## src/rtl/int2float_pkg.sv

```systemverilog
// Shared types and helpers for the 11-bit integer to 7-bit float converter path.
package int2float_pkg;

    localparam int unsigned INT_W = 11;
    localparam int unsigned FP_W  = 7;

    typedef logic [INT_W-1:0] operand_t;
    typedef logic [FP_W-1:0]  result_t;

    // Operand bit k drives converter input xk; kept as a function so a
    // future reordering of the converter pins stays in one place.
    function automatic operand_t to_conv_x(input operand_t v);
        operand_t x;
        for (int unsigned k = 0; k < INT_W; k++) begin
            x[k] = v[k];
        end
        return x;
    endfunction

endpackage

```

## src/rtl/int2float_sched_rr_arbiter.sv

```systemverilog
// Round-robin arbiter: first eligible requester searching upward from ptr.
module rr_arbiter #(
    parameter int unsigned N  = 4,
    parameter int unsigned IW = $clog2(N)
) (
    input  logic [N-1:0]  elig,
    input  logic [IW-1:0] ptr,
    input  logic          en,
    output logic [N-1:0]  gnt,
    output logic [IW-1:0] idx
);

    // Rotating priority search; the found flag keeps only the first hit.
    always_comb begin
        logic        found;
        int unsigned k;
        gnt   = '0;
        idx   = '0;
        found = 1'b0;
        k     = 0;
        for (int unsigned off = 0; off < N; off++) begin
            k = (int'(ptr) + off) % N;
            if (en && !found && elig[k]) begin
                gnt[k] = 1'b1;
                idx    = IW'(k);
                found  = 1'b1;
            end
        end
    end

endmodule

```

## src/rtl/int2float_sched.sv

```systemverilog
// Shares one combinational int-to-float converter among NREQ requesters,
// with a one-deep response slot per requester.
module int2float_sched
    import int2float_pkg::*;
#(
    parameter int unsigned NREQ = 4,
    parameter int unsigned CNTW = 16
) (
    input  logic                   clk,
    input  logic                   rst,
    input  logic [NREQ-1:0]        req_valid,
    input  logic [NREQ*INT_W-1:0]  req_data,
    output logic [NREQ-1:0]        req_ready,
    output logic [NREQ-1:0]        rsp_valid,
    output logic [NREQ*FP_W-1:0]   rsp_data,
    input  logic [NREQ-1:0]        rsp_ready,
    input  logic                   hold,
    output logic [INT_W-1:0]       conv_x,
    input  logic [FP_W-1:0]        conv_y,
    output logic                   idle,
    output logic [CNTW-1:0]        conv_count
);

    localparam int unsigned IW = $clog2(NREQ);

    logic          fl_vld;
    logic [IW-1:0] fl_id;
    logic [IW-1:0] ptr;
    logic [NREQ-1:0] elig;
    logic [NREQ-1:0] gnt;
    logic [IW-1:0]   gnt_idx;
    operand_t        sel_op;

    // A requester is eligible only with nothing outstanding (slot empty, not in flight).
    always_comb begin
        elig = '0;
        for (int unsigned i = 0; i < NREQ; i++) begin
            elig[i] = req_valid[i] & ~rsp_valid[i] & ~(fl_vld && (fl_id == IW'(i)));
        end
    end

    rr_arbiter #(
        .N  (NREQ),
        .IW (IW)
    ) u_arb (
        .elig (elig),
        .ptr  (ptr),
        .en   (~hold & ~rst),
        .gnt  (gnt),
        .idx  (gnt_idx)
    );

    assign req_ready = gnt;
    assign idle      = ~fl_vld & ~|rsp_valid;

    // Operand mux driven by the one-hot grant.
    always_comb begin
        sel_op = '0;
        for (int unsigned i = 0; i < NREQ; i++) begin
            if (gnt[i]) begin
                sel_op = req_data[i*INT_W +: INT_W];
            end
        end
    end

    // Grant register stage: operand to the converter, in-flight tag, rotating pointer.
    always_ff @(posedge clk) begin
        if (rst) begin
            conv_x <= '0;
            fl_vld <= 1'b0;
            fl_id  <= '0;
            ptr    <= '0;
        end else if (|gnt) begin
            conv_x <= to_conv_x(sel_op);
            fl_vld <= 1'b1;
            fl_id  <= gnt_idx;
            ptr    <= (gnt_idx == IW'(NREQ-1)) ? '0 : gnt_idx + IW'(1);
        end else begin
            fl_vld <= 1'b0;
        end
    end

    // Capture stage: converter result into the originating slot, release on handshake.
    always_ff @(posedge clk) begin
        if (rst) begin
            rsp_valid  <= '0;
            rsp_data   <= '0;
            conv_count <= '0;
        end else begin
            for (int unsigned i = 0; i < NREQ; i++) begin
                if (fl_vld && (fl_id == IW'(i))) begin
                    rsp_valid[i]               <= 1'b1;
                    rsp_data[i*FP_W +: FP_W]   <= conv_y;
                end else if (rsp_valid[i] && rsp_ready[i]) begin
                    rsp_valid[i] <= 1'b0;
                end
            end
            if (fl_vld && (conv_count != '1)) begin
                conv_count <= conv_count + CNTW'(1);
            end
        end
    end

endmodule

```

## config.mk

```make
export PLATFORM = sky130hd
export DESIGN_NAME = int2float_sched
export DESIGN_NICKNAME = d
export VERILOG_FILES = /design/src/rtl/int2float_pkg.sv /design/src/rtl/int2float_sched_rr_arbiter.sv /design/src/rtl/int2float_sched.sv
export SDC_FILE = /design/constraint.sdc
export NUM_CORES = 1
export LEC_CHECK = 0
export CAP_MARGIN = 25
export CORE_MARGIN = 2
export CORE_UTILIZATION = 40
export DETAILED_ROUTE_END_ITERATION = 6
export HOLD_SLACK_MARGIN = 0.15
export PLACE_DENSITY = 0.74
export SYNTH_ARGS = -nofsm -noshare
export SYNTH_HDL_FRONTEND = slang
export SYNTH_SLANG_ARGS = --single-unit
```

## constraint.sdc

```tcl
create_clock -name clk -period 4.8 [get_ports clk]
set_clock_uncertainty 0.15 [all_clocks]
set_input_delay 0.72 -clock clk [delete_from_list [all_inputs] [get_ports clk]]
set_output_delay 0.72 -clock clk [all_outputs]
set_load 0.02 [all_outputs]
```

### Yosys cells after proc, flatten, opt, wreduce, memory -nomap -nowiden

Index checks and enable logic that the tools add are counted.

* add/subtract/negate cells: 5
* magnitude comparators: 8
* eq/ne operators: 5
* multiplexer cells: 41
* bitwise logic cells: 24
* reduce and logical (&&, ||, !) cells: 31

Operators with widths (number)
* two-way mux 11 bit: 4
* logical AND 1 bit: 20
* two-way mux 1 bit: 20
* adder 16 x 1 -> 16 bit (second input constant): 1
* two-way mux 4 bit: 4
* != test 16 bit (second input constant): 1
* < comparator 2 x 3 -> 1 bit (second input constant): 4
* OR 4 bit: 3
* NOT 1 bit: 11
* bitwise AND 1 bit: 10
* two-way mux 2 bit: 5
* binary-select mux 1 bit (select 2 bit): 4
* demux 1 bit (select 2 bit): 4
* >= comparator 2 x 1 -> 1 bit (second input constant): 4
* nonzero test 2 bit: 4
* OR reduction 4 bit: 2
* == test 2 bit (second input constant): 3
* adder 2 x 1 -> 2 bit (second input constant): 2
* adder 2 bit (second input constant): 2
* logical NOT 1 bit: 4
* == test 2 x 1 -> 1 bit (second input constant): 1
* logical NOT 2 bit: 1

* bits in registers: 64
* bits of input ports: 62
* output and inout port bits: 64
* word-level logic and storage cells: 127

### Depth between registers and ports, before layout

* depth in word-level cells: 24
* mapped depth: 14
* gate-level depth less buffers: 10

### Modules after synthesis

Synthesis repeated with hierarchy kept, for this count alone.

* cells, all modules: 403
* area total of the unflattened synthesis: 3480.8 µm²

By module, submodules not included
* int2float_sched: times used 1, cells each 340, area each 2949.1 µm², sequential area each 1281.2 µm²
* rr_arbiter: times used 1, cells each 63, area each 531.8 µm², sequential area each 0.0 µm²

### Worst setup path after synthesis

Ideal clock, no wire load.

* path type: register -> register
* start: register with a tool-made name
* end: register conv_x[0]
* library setup time: 0.122 ns
* data arrival time: 3.510 ns
* data required time: 4.528 ns
* path slack: 1.018 ns
* cell stages (with the launch flop): 13
* path buffers: 2
* period minus slack after synthesis: 3.782 ns
* path through: dfxtp_1 -> clkbuf_1 -> inv_1 -> ha_1 -> or4bb_1 -> o32a_1 -> nand2_1 -> nor3b_1 -> o41a_1 -> and3_1 -> buf_2 -> a221o_1 -> a221o_1

RTL lines
* to (signal assigned): line int2float_sched.sv:74 `conv_x <= to_conv_x(sel_op);`
* to (decl): line int2float_sched.sv:18 `output logic [INT_W-1:0] conv_x,`

==> metrics <==
top cell type by total area after synthesis=dfxtp_1; largest incremental delay on the critical path=0.58 ns; initial antenna violation count=0; Max-Slew Margin vs Limit=0.4908; PwrDens=449.5 nW/um^2; TritonCTS Buffers=9; post-CTS repair timing setup buffer count=0; cell with the largest stage delay on the worst path=clkdlybuf4s50_1; slew at the pin closest to its max-slew limit=0.7610 ns; minimum clock period after layout=4.478 ns; detailed-routing iteration count for the pre-antenna-repair pass=4; overall track demand over capacity in global routing=0.2240; post-detailed-route via-to-cell ratio=~5.4; leading cell type by number of instances after synthesis=nand2_1; final total power=0.002204 W; primary flip-flop cell chosen by synthesis mapping=dfxtp_1; clock insertion delay at the later pin of the skew report=approximately 0.34 ns; TritonCTS clock tree=yes; number of synthesized flops with an enable pin=0; peak clock frequency supported by timing=between 0.2 and 0.25 GHz; Maximum Capacitance Violations=0; Pins Over Slew Limit=0; Worst Setup EP=req_ready[3]; flop and latch count out of synthesis=64; area enclosed by the die boundary=slightly above 9000 sq um; Yosys warning total=0; first-pass GRT wire length=between 15 and 20 mm; Worst Hold Margin=0.3067 ns; share of synthesized registers carrying an async set or reset=0; signed area change from the synthesized netlist to the final layout=45.63%; gpl congestion=between 0.8 and 0.9; outcome=completed; Worst Setup Start Kind=register; number of DRC violations after detailed routing=0; Top Family by Delay on Critical Path=buffers and inverters; Sink Count=64; LEAKAGE=approximately 1.8 nW; Post-synth top cells=nand2_1 (82), dfxtp_1 (64), a21oi_1 (40); chip height=95.75 um; Final Hold Fails=0; average detailed-routed wire length per instance=16.16 um; row cnt=33; setup repair after global routing missed its margin=false; top-level I/O count=126; arrival time at the worst endpoint=3.61 ns; total negative slack=0 ns; Most common cell on crit path=inv_1; htree depth=3; number of buffer and inverter instances along the worst setup path=3; CP required=3.93 ns; core box area=8175 sq um; fraction of the yosys area taken by sequential cells=0.3805; maximum root-to-sink buffer count=2; Setup violations, final=0; number of nets with antenna violations after detailed routing=0; FF+latch area=1282 sq um; number of nets in the final layout=between 500 and 600; largest net degree at the start of global routing=55; Clock Tree Root=clkbuf_8; overall routed net length=10.18 mm; Filler cells=773; dpl hpwl=7.465 mm; clock transition at the registers of the reported paths=approximately 0.080 ns; CP endpoint kind=output pin; fraction of the cycle the final worst path needs=0.9330; internal reg-to-reg setup slack=0.84 ns; cells taking the most area after synthesis=dfxtp_1 (38%), nand2_1 (9.1%), a221o_1 (6.8%); number of different library cells in the post-synthesis netlist=57; Hold Path Stages=2; post-synthesis net count=472; x dimension of the die=95.75 um; Initial Utilization=0.4118; number of DRC violations after detailed-routing iteration 0=100; type of the most critical hold path=register to register; average cell area after synthesis=8.355 sq um; post-synthesis cell area=3367 sq um; total inserted antenna cells=0; total number of cells along the worst setup path=9; area of the multi-input gates=about 1900 sq um; gate count after technology mapping=roughly 400; sequence of cells on the critical path=inv_1 -> ha_1 -> or4bb_1 -> o32a_1 -> nand2_1 -> nor3b_1 -> o41ai_1 -> inv_1 -> clkdlybuf4s50_1; depth of the most critical reg-to-reg path=11; Worst R2R End=conv_x[7]; leftover overflow at the end of global routing=0; total number of vias=3398; proportion of netlist area held by the largest area contributor=0.3805; vias in the first global route=3210; critical path start-end classification=register to output pin; maximum vdd ir drop=0.0002232 V; CP Max Fanout=13; I/O Buffers=125; share of layout cells above drive strength 1=0.07048
==> repair_timing <==
item,CTS,global route
hold buffers,0,0
gates resized for setup,0,1
setup endpoints to repair,0,4
==> worst min-delay path by stage <==
stage / startpoint / to
6_report: rsp_data[22] / rsp_data[22]
5_1_grt: rsp_data[18] / rsp_data[18]
4_1_cts: rsp_data[0] / rsp_data[0]
3_5_place_dp: rsp_data[0] / rsp_data[0]
3_3_place_gp: rsp_data[19] / rsp_data[19]
2_1_floorplan: rsp_data[0] / rsp_data[0]
==> where the power goes <==
| part | leakage (nW) | switching (W) | total (W) | internal [W] |
|---|---|---|---|---|
| combinational | 1.14 | 0.000528 | 0.000957 | 0.000429 |
| clock | 0.117 | 0.000228 | 0.000577 | 0.000349 |
| sequential | 0.518 | 0.0000690 | 0.000670 | 0.000601 |
==> registers in the layout (all words and copies together) (netlist names), named ones only <==
name        cells
conv_x         11
fl_vld          1
ptr             1
conv_count     16
rsp_data       28
rsp_valid       4
fl_id           2
==> worst register-to-register path, delay by kind of cell, from the launching register on <==
kind                     cells  cell delay (ns)
AND/OR/NAND/NOR              4             1.40
AO/OA/AOI/OAI                3             0.92
adder cells (fa/ha/maj)      1             0.49
flip-flops                   1             0.47
buffers and inverters        3             0.47
==> placed cells by master (no fill, tap or decap), types with 3 or more instances in the layout <==
| cell | netlist | routed |
|---|---|---|
| dfxtp_1 | 64 | 63 |
| and3_1 | 6 | 6 |
| buf_4 | 2 | 5 |
| nor2_1 | 26 | 26 |
| inv_1 | 5 | 5 |
| xnor2_1 | 5 | 5 |
| and2b_1 | 3 | 3 |
| clkbuf_8 | 0 | 9 |
| ha_1 | 7 | 7 |
| a221o_1 | 23 | 23 |
| o211ai_1 | 3 | 3 |
| nor2b_1 | 4 | 4 |
| and2_1 | 11 | 11 |
| clkdlybuf4s50_1 | 0 | 124 |
| nand2_1 | 82 | 82 |
| o21ai_0 | 5 | 5 |
| nor3b_1 | 3 | 3 |
| xor2_1 | 9 | 9 |
| a21boi_0 | 6 | 6 |
| or3_1 | 4 | 4 |
| nor3_1 | 15 | 15 |
| a21oi_1 | 40 | 40 |
| nand3_1 | 7 | 7 |
| bufinv_16 | 0 | 3 |
| nand2b_1 | 6 | 6 |
==> layer usage <==
metal	global-route usage	share of wire
met1	0.2938	0.43
met2	0.3654	0.50
met3	0.03837	0.050
met4	0.09167	0.020
met5	0	0
==> metrics by stage <==
step                      instances  setup WS, ns  cell area (sq um)    util
after detailed placement        613        0.4447               4654  0.5693
after global placement          612        0.4556               4643  0.5680
final                           630        0.3217               4903  0.5998
after CTS                       629        0.1536               4897  0.5990
after global routing            630       0.07175               4903  0.5998
after floorplan                 403         1.018               3367       -
==> cell type report <==
| class | instances | share of cell area |
|---|---|---|
| Clock buffer | 10 | 0.02603 |
| Clock inverter | 6 | 0.02348 |
| Inverter | 5 | 0.003828 |
| Multi-Input combinational cell | 308 | 0.3932 |
| Sequential cell | 64 | 0.2615 |
| Tap cell | 105 | 0.02679 |
| Timing Repair Buffer | 132 | 0.2651 |
==> cells by family after synthesis <==
| logic type | after synthesis | share of synthesized area |
|---|---|---|
| AO/OA/AOI/OAI | 97 | 0.2100 |
| adder cells (fa/ha/maj) | 7 | 0.02601 |
| buffers and inverters | 31 | 0.04682 |
| flip-flops | 64 | 0.3805 |
| AND/OR/NAND/NOR | 184 | 0.2731 |
| multiplexers | 6 | 0.02713 |
| XOR/XNOR | 14 | 0.03642 |
Note: power is estimated with default switching activity, not from simulation.
